==> src/rtl/clock_ctrl_pkg.sv <==
// clock_ctrl_pkg: shared types and constants for the crypto clock-select control stage.
package clock_ctrl_pkg;
    typedef enum logic [1:0] {ST_IDLE, ST_QUIESCE, ST_APPLY, ST_SETTLE} state_t;
    localparam logic [7:0] REG_ADDR    = 8'h2A;
    localparam int         BUSY_BIT    = 6;
    localparam int         PENDING_BIT = 5;
    localparam int         REG_W       = 5;
endpackage

==> src/rtl/dip_debounce.sv <==
// dip_debounce: two-flop synchroniser followed by a stability counter for one DIP switch.
module dip_debounce #(
    parameter int pDEBOUNCE_CYCLES = 1000
) (
    input  logic usb_clk,
    input  logic reset,
    input  logic raw,
    output logic stable
);
    localparam int CW = $clog2(pDEBOUNCE_CYCLES);
    logic [1:0]    sync;
    logic [CW-1:0] cnt;
    always_ff @(posedge usb_clk or posedge reset) begin
        if (reset) begin
            sync   <= '0;
            cnt    <= '0;
            stable <= 1'b0;
        end else begin
            sync <= {sync[0], raw};
            if (sync[1] == stable)
                cnt <= '0;
            else if (cnt == CW'(pDEBOUNCE_CYCLES - 1)) begin
                stable <= sync[1];
                cnt    <= '0;
            end else
                cnt <= cnt + 1'b1;
        end
    end
endmodule

==> src/rtl/clock_select_ctrl.sv <==
// clock_select_ctrl: owns the crypto clock-select register and DIP selects, applying any
// change only while the crypto core is held in reset (quiesce -> apply -> settle).
module clock_select_ctrl
    import clock_ctrl_pkg::*;
#(
    parameter logic [7:0] pREG_ADDR        = REG_ADDR,
    parameter int         pQUIESCE_CYCLES  = 8,
    parameter int         pSETTLE_CYCLES   = 64,
    parameter int         pDEBOUNCE_CYCLES = 1000
) (
    input  logic             usb_clk,
    input  logic             reset,
    input  logic [7:0]       I_addr,
    input  logic             I_wr,
    input  logic             I_rd,
    input  logic [7:0]       I_wdata,
    output logic [7:0]       O_rdata,
    output logic             O_rdata_valid,
    input  logic             I_j16_raw,
    input  logic             I_k16_raw,
    output logic [REG_W-1:0] O_clock_reg,
    output logic             O_j16_sel,
    output logic             O_k16_sel,
    output logic             O_crypto_rst,
    output logic             O_busy
);
    localparam int MAXC = (pQUIESCE_CYCLES > pSETTLE_CYCLES) ? pQUIESCE_CYCLES : pSETTLE_CYCLES;
    localparam int CW   = (MAXC > 1) ? $clog2(MAXC) : 1;

    logic [REG_W-1:0] target;
    logic             j16_stable, k16_stable;
    logic             hit, mismatch;
    logic [7:0]       rword;
    logic             unused_wdata;
    state_t           state;
    logic [CW-1:0]    cnt;

    dip_debounce #(.pDEBOUNCE_CYCLES(pDEBOUNCE_CYCLES)) u_j16 (
        .usb_clk(usb_clk), .reset(reset), .raw(I_j16_raw), .stable(j16_stable)
    );
    dip_debounce #(.pDEBOUNCE_CYCLES(pDEBOUNCE_CYCLES)) u_k16 (
        .usb_clk(usb_clk), .reset(reset), .raw(I_k16_raw), .stable(k16_stable)
    );

    assign hit          = I_addr == pREG_ADDR;
    assign mismatch     = (target != O_clock_reg) | (j16_stable != O_j16_sel) | (k16_stable != O_k16_sel);
    assign unused_wdata = ^I_wdata[7:REG_W];

    always_comb begin
        rword              = '0;
        rword[BUSY_BIT]    = O_busy;
        rword[PENDING_BIT] = mismatch;
        rword[REG_W-1:0]   = O_clock_reg;
    end

    // Reads see pre-write state because target updates on the same edge the read samples.
    always_ff @(posedge usb_clk or posedge reset) begin
        if (reset) begin
            target        <= '0;
            O_rdata       <= '0;
            O_rdata_valid <= 1'b0;
        end else begin
            if (I_wr && hit)
                target <= I_wdata[REG_W-1:0];
            O_rdata_valid <= I_rd && hit;
            if (I_rd && hit)
                O_rdata <= rword;
        end
    end

    always_ff @(posedge usb_clk or posedge reset) begin
        if (reset) begin
            state        <= ST_SETTLE;
            cnt          <= '0;
            O_clock_reg  <= '0;
            O_j16_sel    <= 1'b0;
            O_k16_sel    <= 1'b0;
            O_crypto_rst <= 1'b1;
            O_busy       <= 1'b1;
        end else begin
            case (state)
                ST_IDLE: if (mismatch) begin
                    state        <= ST_QUIESCE;
                    cnt          <= '0;
                    O_crypto_rst <= 1'b1;
                    O_busy       <= 1'b1;
                end
                ST_QUIESCE: if (cnt == CW'(pQUIESCE_CYCLES - 1)) state <= ST_APPLY;
                            else cnt <= cnt + 1'b1;
                ST_APPLY: begin
                    state       <= ST_SETTLE;
                    cnt         <= '0;
                    O_clock_reg <= target;
                    O_j16_sel   <= j16_stable;
                    O_k16_sel   <= k16_stable;
                end
                ST_SETTLE: if (cnt == CW'(pSETTLE_CYCLES - 1)) begin
                    cnt <= '0;
                    // A change that arrived mid-sequence chains straight into a new quiesce.
                    if (mismatch)
                        state <= ST_QUIESCE;
                    else begin
                        state        <= ST_IDLE;
                        O_crypto_rst <= 1'b0;
                        O_busy       <= 1'b0;
                    end
                end else
                    cnt <= cnt + 1'b1;
                default: state <= ST_SETTLE;
            endcase
        end
    end
endmodule

==> config.mk <==
export PLATFORM = sky130hd
export DESIGN_NAME = clock_select_ctrl
export DESIGN_NICKNAME = d
export VERILOG_FILES = /design/src/rtl/clock_ctrl_pkg.sv /design/src/rtl/dip_debounce.sv /design/src/rtl/clock_select_ctrl.sv
export SDC_FILE = /design/constraint.sdc
export NUM_CORES = 1
export LEC_CHECK = 0
export CORE_MARGIN = 4
export CORE_UTILIZATION = 50
export DETAILED_ROUTE_END_ITERATION = 12
export PLACE_DENSITY = 0.75
export SYNTH_ARGS = -nofsm -noshare
export SYNTH_HDL_FRONTEND = slang
export SYNTH_SLANG_ARGS = --single-unit
==> constraint.sdc <==
create_clock -name usb_clk -period 2.3 [get_ports usb_clk]
set_input_delay 0.575 -clock usb_clk [delete_from_list [all_inputs] [get_ports usb_clk]]
set_output_delay 0.575 -clock usb_clk [all_outputs]
set_load 0.01 [all_outputs]
== Yosys cells after proc, flatten, opt, wreduce, memory -nomap -nowiden ==
Cells that the tools add are included.

* Register bits: 55
* Bits in latches: 0
* Bits in writable memories: 0
* Memory bits (read-only): 0
* Input port bits: 22
* Output and inout port bits: 18
* Word-level logic and storage cells: 66
* Memories kept: 0

* Add/sub/neg operators: 3
* $mul: 0
* Divide/modulo/power cells: 0
* $lt $le $gt $ge: 0
* Eq/ne operators: 18
* Shift-type cells: 0
* Muxes and demuxes: 17
* Bitwise logic cells: 4
* Reductions and logical operators: 9

{| class="wikitable"
|+ Operators by type and width
! cell !! count
|-
| $mux 10 || 4
|-
| $pmux 6 s4 || 1
|-
| $add 10x1->10 const B || 2
|-
| $eq 10x10->1 const B || 2
|-
| $mux 6 || 3
|-
| $ne 2x2->1 const B || 5
|-
| $eq 8x6->1 const B || 1
|-
| $pmux 2 s4 || 1
|-
| $add 6x1->6 const B || 1
|-
| $eq 6x3->1 const B || 1
|-
| $eq 6x6->1 const B || 1
|-
| $mux 2 || 3
|-
| $reduce_and 2->1 || 3
|-
| $ne 5x5->1 || 1
|-
| $eq 2x2->1 const B || 2
|-
| $mux 1 || 4
|-
| $reduce_and 4->1 || 1
|-
| $reduce_and 3->1 || 1
|-
| $eq 1x1->1 || 2
|-
| $eq 2x1->1 const B || 1
|-
| $logic_and 1x1->1 || 2
|-
| $logic_not 2->1 || 1
|-
| $ne 1x1->1 || 2
|-
| $not 1->1 || 2
|-
| 3 further kinds || 4
|}

== Depth between registers and ports, before layout ==
Gate-level depths: netlist of run 1.

* Depth after elaboration: 6
* Depth in mapped cells: 7
* Mapped depth without buffers: 7

== Hierarchy ==
From an unflattened synthesis of run 1, not the netlist that was laid out.

* Cell total of the unflattened synthesis: 241
* Area, all modules: 2,735.1 µm²

{| class="wikitable"
|+ By module, submodules not included
! module !! instances !! cells each !! area each (µm²) !! sequential area each (µm²)
|-
| clock_select_ctrl || 1 || 123 || 1,483.9 || 729.4
|-
| dip_debounce || 2 || 59 || 625.6 || 325.3
|}

== Worst setup path before layout of run 1 ==
No wires, ideal clock.

* Path kind: flip-flop to flip-flop
* Start: register state[1]
* End: register state[0]
* Setup time: 85 ps
* Data arrival time: 1,584 ps
* Required time: 2,215 ps
* Slack: 631 ps
* Cell stages (with the launch flop): 8
* Path buffers: 0
* Period minus slack after synthesis: 1,669 ps
* Cells stage by stage: dfstp_2 -> inv_1 -> ha_1 -> or2_2 -> o31a_1 -> o21ai_2 -> mux2i_1 -> nand3_1

* Longest elaborated chain between the ends: 3
* Elaborated cells on any way between the ends: 9
* Classes of those cells: eq/ne (6); mux (1); reduce/logical (2)

{| class="wikitable"
|+ RTL lines
! what !! RTL line !! RTL
|-
| from (decl) || clock_select_ctrl.sv:35 || <nowiki>state_t state;</nowiki>
|-
| from (signal assigned) || clock_select_ctrl.sv:73 || <nowiki>state <= ST_SETTLE;</nowiki>
|-
| from (signal assigned) || clock_select_ctrl.sv:83 || <nowiki>state <= ST_QUIESCE;</nowiki>
|-
| from (signal assigned) || clock_select_ctrl.sv:88 || <nowiki>ST_QUIESCE: if (cnt == CW'(pQUIESCE_CYCLES - 1)) state <= ST_APPLY;</nowiki>
|-
| $eq 2x1->1 (tied with other cells) || clock_select_ctrl.sv:81 || <nowiki>case (state)</nowiki>
|-
| $ne 2x2->1 (no line) || -- ||
|-
| $reduce_and 3->1 (no line) || -- ||
|}

Parallel ways exist; a longest one is shown, timed or not.
A chain may end at the register's enable or synchronous reset.

== Final worst setup path of run 1 ==
* Start: register O_busy
* End: output O_busy

{| class="wikitable"
|+ RTL lines
! what !! RTL line !! RTL
|-
| from (decl) || clock_select_ctrl.sv:25 || <nowiki>output logic O_busy</nowiki>
|-
| from (signal assigned) || clock_select_ctrl.sv:79 || <nowiki>O_busy <= 1'b1;</nowiki>
|-
| from (signal assigned) || clock_select_ctrl.sv:86 || <nowiki>O_busy <= 1'b1;</nowiki>
|-
| from (signal assigned) || clock_select_ctrl.sv:105 || <nowiki>O_busy <= 1'b0;</nowiki>
|}

No word-level cell between the ends.

==> results.json, run 1 <==
{
  "max_stage_delay_ns": 0.60,
  "endpoint_kind": "output port",
  "period_share_pct": 88.2,
  "nets": 288,
  "grt_setup_unrepaired": "false",
  "die_w_um": 79.3,
  "hold_violations": 0,
  "pre_cts_ws_ns": 0.152,
  "reg2reg_to": "state[0]$_DFFE_PP1P_",
  "grt_max_degree": 39,
  "dieHeight_um": 79.3,
  "area_delta_synth_final_pct": 21.3,
  "grt_use_total_pct": 15.5,
  "cts-resized-gates": 0,
  "antenna_found_initial": 0,
  "synth_top_family_by_area": "simple AND/OR/NAND/NOR gates",
  "cap_violations": 0,
  "syn-num-nets": 248,
  "max_freq_mhz": 493,
  "post_drt_wl_per_cell_um": 13.5,
  "postRouteAntennaNets": 0,
  "dr.pass1.iters": 6,
  "clk_path_buf_depth": 2,
  "synth_top_area_share_pct": 51.2,
  "worstPathArrival_ns": 1.45,
  "cp_data_required_time_ns": 1.73,
  "crit_type": "reg2out",
  "r2r_cells": 7,
  "synthTopCellsByArea": "dfrtp_1 51%, mux2_2 9.3%, xnor2_1 4.5%",
  "worst_hold_path_type": "reg2reg",
  "post-cts-setup-buffer-count": 0,
  "critPathTopFamily": "flip-flops",
  "gp_congestion": 0.794,
  "synthDistinctLibCells": 41,
  "grt_pass1_wl_mm": 7.79,
  "crit_chain": "clkdlybuf4s50_1",
  "portBuffers": 35,
  "worstHoldPathCells": 0,
  "path_buf_inv": 1,
  "r2r-start": "state[1]$_DFFE_PP1P_",
  "setup_tns_ns": 0,
  "async_flop_share_pct": 100,
  "wirelength_mm": 4.43,
  "synthMuxAreaShare_pct": 10.1,
  "yosys.area_share.simple_pct": 16.4,
  "grt_overflow": 0,
  "status": "finished clean",
  "synth_area_leader_cell": "dfrtp_1",
  "grt_pass1_vias": 1732,
  "synthCells": 219,
  "crit_slowest_cell": "dfstp_2",
  "synth_edf_count": 0,
  "die_area_um2": 6290,
  "avgSynthCellArea_um2": 11.6,
  "mostFrequentLayoutCells": "52 x dfrtp_1, 35 x clkdlybuf4s50_1, 27 x nor2_1",
  "n_antenna_cell": 0,
  "ys_seq_area_share_pct": 54.3,
  "tritoncts": "done",
  "clk_pin_slew_ns": 0.10,
  "hold_start": "u_k16.sync[0]$_DFF_PP0_",
  "layout_setup_ws_ns": 0.272,
  "post-route-drc-count": 0,
  "final_layout_size_suffix_gt1_share_pct": 17.7,
  "layout_commonest_cell": "dfrtp_1",
  "synth-xor-area-share_pct": 8.61,
  "fin_crit_ns": 2.03,
  "vias": 1663,
  "finalSetupViolations": 0,
  "crit_fanout": 5,
  "via_per_inst": 5.09,
  "synth_compound_area_share_pct": 4.92,
  "initialDrtViolationCount": 83,
  "cp-start-kind": "register",
  "ys_seq_elements": 55,
  "coreArea_um2": 4820,
  "hold_end": "u_k16.sync[1]$_DFF_PP0_",
  "power_density_nw_per_um2": 781,
  "std_cell_rows": 25,
  "cts_sinks": 55,
  "clk_latency_ns": 0.30,
  "power_uw": 2410,
  "top_regs": "u_j16.cnt: 10 flops, u_k16.cnt: 10 flops, O_rdata: 7 flops",
  "holdWs_ns": 0.372,
  "stdcell_area_um2": 3080,
  "holdBufCountCts": 0,
  "skew_ns": 0.00771,
  "reg2reg_slack_ns": 0.47,
  "ir_drop_mv": 0.588,
  "cts_buffers": 5,
  "start_util_pct": 52.8,
  "root_buffer": "clkbuf_8",
  "p_leak_uw": 0.00147,
  "synth_fa_ha_area_share_pct": 3.44,
  "dpl.hpwl_mm": 3.27,
  "io_pins": 40,
  "dpl-instance-area_um2": 2980,
  "final-max-slew-violation-count": 0,
  "yosysWarnings": 0,
  "synth_ff_type": "dfrtp_1",
  "cts_htree_levels": 2,
  "syn_area_um2": 2540
}
[metal layers]
metal / vias up / GRT usage (%) / routed length, um
met1: 804 / 20.4 / 2120
met2: 28 / 25.3 / 2090
met4: 0 / 4.12 / 34
met5: - / 0 / 0
met3: 5 / 4.42 / 186
li1: 826 / - / -
[metrics by stage]
step           cells  utilization [%]
2_1_floorplan    219                -
3_3_place_gp     319             61.9
3_5_place_dp     319             61.9
4_1_cts          327             64.0
5_1_grt          327             64.0
6_report         327             64.0
[synthesized netlist by cell type (all sizes together) (3+ instances only)]
cell type,n
a21oi,5
and3,7
buf,3
dfrtp,52
dfstp,3
ha,7
inv,7
mux2,21
nand2,14
nand3,10
nand4,3
nor2,27
nor3,3
o21ai,4
or2,3
xnor2,13
xor2,12
[worst max-delay path by stage]
| stage | start | endpoint | slack [ns] | cells past startpoint |
|---|---|---|---|---|
| 6_report | O_busy$_DFFE_PP1P_ | O_busy | 0.27 | 1 |
| 4_1_cts | O_busy$_DFFE_PP1P_ | O_busy | 0.25 | 1 |
| 3_3_place_gp | I_addr[3] | O_rdata[1]$_DFFE_PP0P_ | 0.17 | 6 |
| 5_1_grt | O_busy$_DFFE_PP1P_ | O_busy | 0.22 | 1 |
| 3_5_place_dp | I_addr[3] | O_rdata[2]$_DFFE_PP0P_ | 0.15 | 6 |
| 2_1_floorplan | reset | O_clock_reg[0]$_DFFE_PP0N_ | 0.39 | 1 |
[power breakdown]
part           total [uW]  switching (uW)  internal [uW]
Clock                 552             306            246
Sequential           1150            82.9           1070
Combinational         708             380            328
Total                2410             769           1640
[final cells by class]
class | instances | area, um2
clock buffer | 6 | 82.6
clock inverter | 2 | 16.3
fill | 404 | 1730
inverter | 7 | 26.3
multi-input combinational | 152 | 1110
sequential | 55 | 1380
tap | 67 | 83.8
timing repair buffer | 38 | 385
[logic make-up after synthesis]
family | count (synthesis)
AND/OR/NAND/NOR | 79
flip-flops | 55
XOR/XNOR | 25
multiplexers | 23
AO/OA/AOI/OAI | 17
buffers and inverters | 12
adder cells (fa/ha/maj) | 7
other | 1
No activity file was read; power rests on OpenSTA's default activity.
==> run 2: changes to the inputs <==
CORE_UTILIZATION = 45   (was 50)
PLACE_DENSITY = 0.71   (was 0.75)
clock period = 1.8 ns   (was 2.3 ns; I/O delays follow)
==> results.json, run 2 (same netlist as run 1, synthesis figures left out) <==
{
  "status": "finished clean",
  "postRouteAntennaNets": 0,
  "io_pins": 40,
  "top_regs": "u_j16.cnt: 10 flops, u_k16.cnt: 10 flops, O_rdata: 7 flops",
  "grt_overflow": 0,
  "worstPathArrival_ns": 1.97,
  "cap_violations": 0,
  "clk_pin_slew_ns": 0.10,
  "die_w_um": 83.2,
  "cp-start-kind": "register",
  "n_antenna_cell": 0,
  "layout_commonest_cell": "dfrtp_1",
  "grt_pass1_wl_mm": 7.89,
  "holdWs_ns": 0.355,
  "max_stage_delay_ns": 0.56,
  "power_frac_comb_pct": 33.3,
  "cts_htree_levels": 2,
  "initialDrtViolationCount": 83,
  "clk_latency_ns": 0.30,
  "coreArea_um2": 5510,
  "cp_data_required_time_ns": 2.03,
  "wirelength_mm": 4.47,
  "p_leak_uw": 0.00151,
  "critPathTopFamily": "flip-flops",
  "crit_slowest_cell": "dfstp_2",
  "crit_type": "reg2reg",
  "area_delta_synth_final_pct": 26.0,
  "skew_ns": 0.00634,
  "switchingPower_uw": 1060,
  "cts_sinks": 55,
  "holdBufCountCts": 0,
  "hold_violations": 0,
  "crit_fanout": 6,
  "post-route-drc-count": 0,
  "mostFrequentLayoutCells": "52 x dfrtp_1, 33 x clkdlybuf4s50_1, 27 x nor2_1",
  "gp_congestion": 0.812,
  "crit_chain": "inv_1, ha_2, or2_2, o31a_1, o21ai_4, mux2i_1, nand3_1",
  "dieHeight_um": 83.2,
  "portBuffers": 35,
  "nets": 298,
  "clk_path_buf_depth": 2,
  "grt_pass1_vias": 1677,
  "final-max-slew-violation-count": 0,
  "antenna_found_initial": 0,
  "vias": 1686,
  "root_buffer": "clkbuf_8",
  "start_util_pct": 46.2,
  "ir_drop_mv": 0.881,
  "max_freq_mhz": 575,
  "grt_use_total_pct": 13.9,
  "finalSetupViolations": 0,
  "period_share_pct": 96.6,
  "die_area_um2": 6920,
  "dpl.hpwl_mm": 3.20,
  "grt_max_degree": 32,
  "fin_crit_ns": 1.74,
  "dp.cells": 329,
  "endpoint_kind": "register",
  "clkPwrFrac_pct": 21.7,
  "sw_frac_of_total_pct": 32.5,
  "std_cell_rows": 27,
  "p_seq_share_pct": 45.0,
  "power_density_nw_per_um2": 1020,
  "tritoncts": "done",
  "cts_buffers": 5,
  "fill_cells": 457,
  "dr.pass1.iters": 4,
  "internal_power_uw": 2200,
  "via_per_inst": 4.93,
  "final_layout_size_suffix_gt1_share_pct": 22.6,
  "path_buf_inv": 1,
  "worst_hold_path_type": "reg2reg",
  "layout.cells.non_filler": 342,
  "post_drt_wl_per_cell_um": 13.1
}
run 2: changes by cell type in the layout (fill, tap and decap cells not counted), moves of 2 or more:
cell,delta
ha_1,-3
buf_4,+10
dlygate4sd2_1,+2
ha_2,+2
clkdlybuf4s50_1,-2
run 2: metrics by stage:
stage	utilization [%]	area, um2	power, uW	setup TNS [ns]	setup slack [ns]
floorplan	-	2540	2130	0	0.0120
global placement	55.0	3030	2420	-2.15	-0.185
detailed placement	55.0	3030	2450	-2.38	-0.210
CTS	56.7	3120	3160	0	0.0418
global route	58.2	3200	3490	-0.0573	-0.0469
finish	58.2	3200	3260	0	0.0604
run 2: final cells by class:
class	instances	area, um2	share of cell area, %
clock buffers	6	82.6	2.58
clock inverters	2	16.3	0.508
inverters	7	26.3	0.820
multi-input cells	152	1150	35.9
flip-flops and latches	55	1380	43.1
well taps	72	90.1	2.81
repair buffers	48	458	14.3
run 2: repair_timing:
item	in CTS	in global routing
resized for setup	2	8
endpoints found under the setup margin	2	6
pin swaps	0	1
setup buffers	0	5
run 2: worst paths after layout:
| kind | start | end | slack [ns] | cells past startpoint |
|---|---|---|---|---|
| worst max register to register | state[1]$_DFFE_PP1P_ | state[0]$_DFFE_PP1P_ | 0.06 | 7 |
| worst min register to register | u_k16.sync[0]$_DFF_PP0_ | u_k16.sync[1]$_DFF_PP0_ | 0.36 | 0 |
| worst max-delay path | state[1]$_DFFE_PP1P_ | state[0]$_DFFE_PP1P_ | 0.06 | 7 |
| min in group asynchronous | reset | O_rdata[2]$_DFFE_PP0P_ | 0.52 | 3 |
| worst min-delay path | u_k16.sync[0]$_DFF_PP0_ | u_k16.sync[1]$_DFF_PP0_ | 0.36 | 0 |
| max in group asynchronous | reset | u_j16.cnt[6]$_DFF_PP0_ | 0.97 | 3 |
run 2: layer usage:
metal	share of wire [%]	up-vias	global-route usage, %
met5	0	-	0
met4	0.69	0	4.01
met3	2.7	2	2.98
met2	49	21	21.8
met1	48	815	19.5
li1	-	848	-
run 2: power groups by stage:
stage	Combinational (uW)	Clock, uW	Sequential (uW)
after CTS	946	747	1470
after detailed placement	956	0	1490
after global routing	1200	800	1490
after global placement	929	0	1490
after floorplan	647	0	1480
final	1090	708	1470
==> run 3: changes to the inputs <==
--- a/config.mk
+++ b/config.mk
@@ -7,2 +7,3 @@
 export LEC_CHECK = 0
+export ABC_CLOCK_PERIOD_IN_PS = 1800
 export CORE_MARGIN = 4
==> constraint.sdc (replaced) <==
create_clock -name usb_clk -period 1.8 [get_ports usb_clk]
set_input_delay 0.18 -clock usb_clk [delete_from_list [all_inputs] [get_ports usb_clk]]
set_output_delay 0.18 -clock usb_clk [all_outputs]
set_load 0.01 [all_outputs]
==> results.json, run 3 (same netlist as run 1, synthesis figures left out) <==
{
  "clk_path_buf_depth": 2,
  "portBuffers": 35,
  "fin_crit_ns": 1.73,
  "hold_violations": 0,
  "cp_data_required_time_ns": 2.04,
  "cts_buffers": 5,
  "crit_type": "reg2reg",
  "std_cell_rows": 27,
  "final-max-slew-violation-count": 0,
  "period_share_pct": 96.2,
  "grt_use_total_pct": 14.2,
  "clk_latency_ns": 0.31,
  "dr.pass1.iters": 4,
  "clk_pin_slew_ns": 0.10,
  "dpl.hpwl_mm": 3.30,
  "grt_setup_unrepaired": "true",
  "postRouteAntennaNets": 0,
  "fin_util_pct": 57.1,
  "die_w_um": 83.2,
  "coreArea_um2": 5510,
  "cp-start-kind": "register",
  "status": "finished clean",
  "initialDrtViolationCount": 66,
  "grt_max_degree": 25,
  "finalSetupViolations": 0,
  "ir_drop_mv": 0.546,
  "stdcell_area_um2": 3150,
  "worstPathArrival_ns": 1.97,
  "io_pins": 40,
  "skew_ns": 0.00859,
  "p_leak_uw": 0.00149,
  "start_util_pct": 46.2,
  "power_density_nw_per_um2": 1000,
  "grt_pass1_vias": 1765,
  "area_delta_synth_final_pct": 23.8,
  "cts_sinks": 55,
  "post-route-drc-count": 0,
  "root_buffer": "clkbuf_8",
  "vias": 1675,
  "endpoint_kind": "register",
  "max_freq_mhz": 578,
  "post_drt_wl_per_cell_um": 13.2,
  "pre_cts_ws_ns": -0.00613,
  "final_layout_size_suffix_gt1_share_pct": 20.3,
  "gp_congestion": 0.814,
  "via_per_inst": 4.96,
  "antenna_found_initial": 0,
  "dieHeight_um": 83.2,
  "grt_overflow": 0,
  "dpl-instance-area_um2": 3030,
  "cts_htree_levels": 2,
  "die_area_um2": 6920,
  "layout_setup_ws_ns": 0.0689,
  "tritoncts": "done",
  "grt_pass1_wl_mm": 7.98,
  "wirelength_mm": 4.47,
  "n_antenna_cell": 0,
  "crit_fanout": 5,
  "top_regs": "u_j16.cnt: 10 flops, u_k16.cnt: 10 flops, O_rdata: 7 flops",
  "mostFrequentLayoutCells": "52 x dfrtp_1, 35 x clkdlybuf4s50_1, 27 x nor2_1",
  "cap_violations": 0,
  "worst_hold_path_type": "in2async",
  "nets": 294,
  "holdBufCountCts": 0,
  "layout_commonest_cell": "dfrtp_1"
}
[run 3: changes by cell type in the layout (fill, tap and decap cells not counted), sizes merged]
cell           change
buf                -4
clkdlybuf4s50      +2
dlygate4sd2        -2
[run 3: metrics by stage]
stage / std cells / hold slack (ns) / setup TNS (ns) / total power, uW
finish: 338 / 0.210 / 0 / 3150
global route: 338 / 0.237 / -0.0236 / 3350
CTS: 337 / 0.221 / 0 / 3120
detailed placement: 329 / 0.342 / -0.00613 / 2440
global placement: 329 / 0.332 / 0 / 2410
floorplan: 219 / 0.211 / 0 / 2130
[run 3: final cells by class]
class                   instances  area (um2)
repair buffers                 44         430
clock buffers                   6        72.6
inverters                       7        26.3
multi-input cells             152        1130
fillers                       484        2360
well taps                      72        90.1
clock inverters                 2        12.5
flip-flops and latches         55        1380
[run 3: layer usage]
| metal | GRT usage (%) | up-vias | part of all wire, % | routed length (um) |
|---|---|---|---|---|
| met5 | 0 | - | 0 | 0 |
| met4 | 5.65 | 0 | 1.9 | 87 |
| met3 | 3.08 | 8 | 2.8 | 123 |
| met2 | 24.0 | 23 | 50 | 2220 |
| met1 | 17.7 | 799 | 46 | 2040 |
| li1 | - | 845 | - | - |
[run 3: what timing repair did]
action                                  CTS  global route
endpoints found under the setup margin    0             4
endpoints found under the hold margin     0             0
resized for setup                         0             5
buffers inserted                          0             1
[run 3: critical path: stages (launching register included)]
cell and delay (ns):
dfstp_2 0.56, inv_1 0.06, ha_1 0.19, or2_2 0.27
o31a_1 0.18, o21ai_4 0.12, mux2i_1 0.20, nand3_1 0.08
[run 3: path summary, 6_finish.rpt]
| check | start | to | slack (ns) | cells past startpoint |
|---|---|---|---|---|
| setup / recovery | state[1]$_DFFE_PP1P_ | state[0]$_DFFE_PP1P_ | 0.07 | 7 |
| hold / removal | reset | target[2]$_DFFE_PP0P_ | 0.21 | 2 |
| setup reg to reg | state[1]$_DFFE_PP1P_ | state[0]$_DFFE_PP1P_ | 0.07 | 7 |
| hold reg to reg | u_k16.sync[0]$_DFF_PP0_ | u_k16.sync[1]$_DFF_PP0_ | 0.36 | 0 |
| max in group asynchronous | reset | u_j16.sync[1]$_DFF_PP0_ | 1.04 | 3 |
| min in group usb_clk | I_k16_raw | u_k16.sync[0]$_DFF_PP0_ | 0.31 | 1 |
[run 3: power by group]
part / total [uW] / internal [uW] / switching, uW
sequential: 1470 / 1360 / 105
combinational: 1010 / 488 / 520
clock: 673 / 273 / 400
total: 3150 / 2120 / 1020
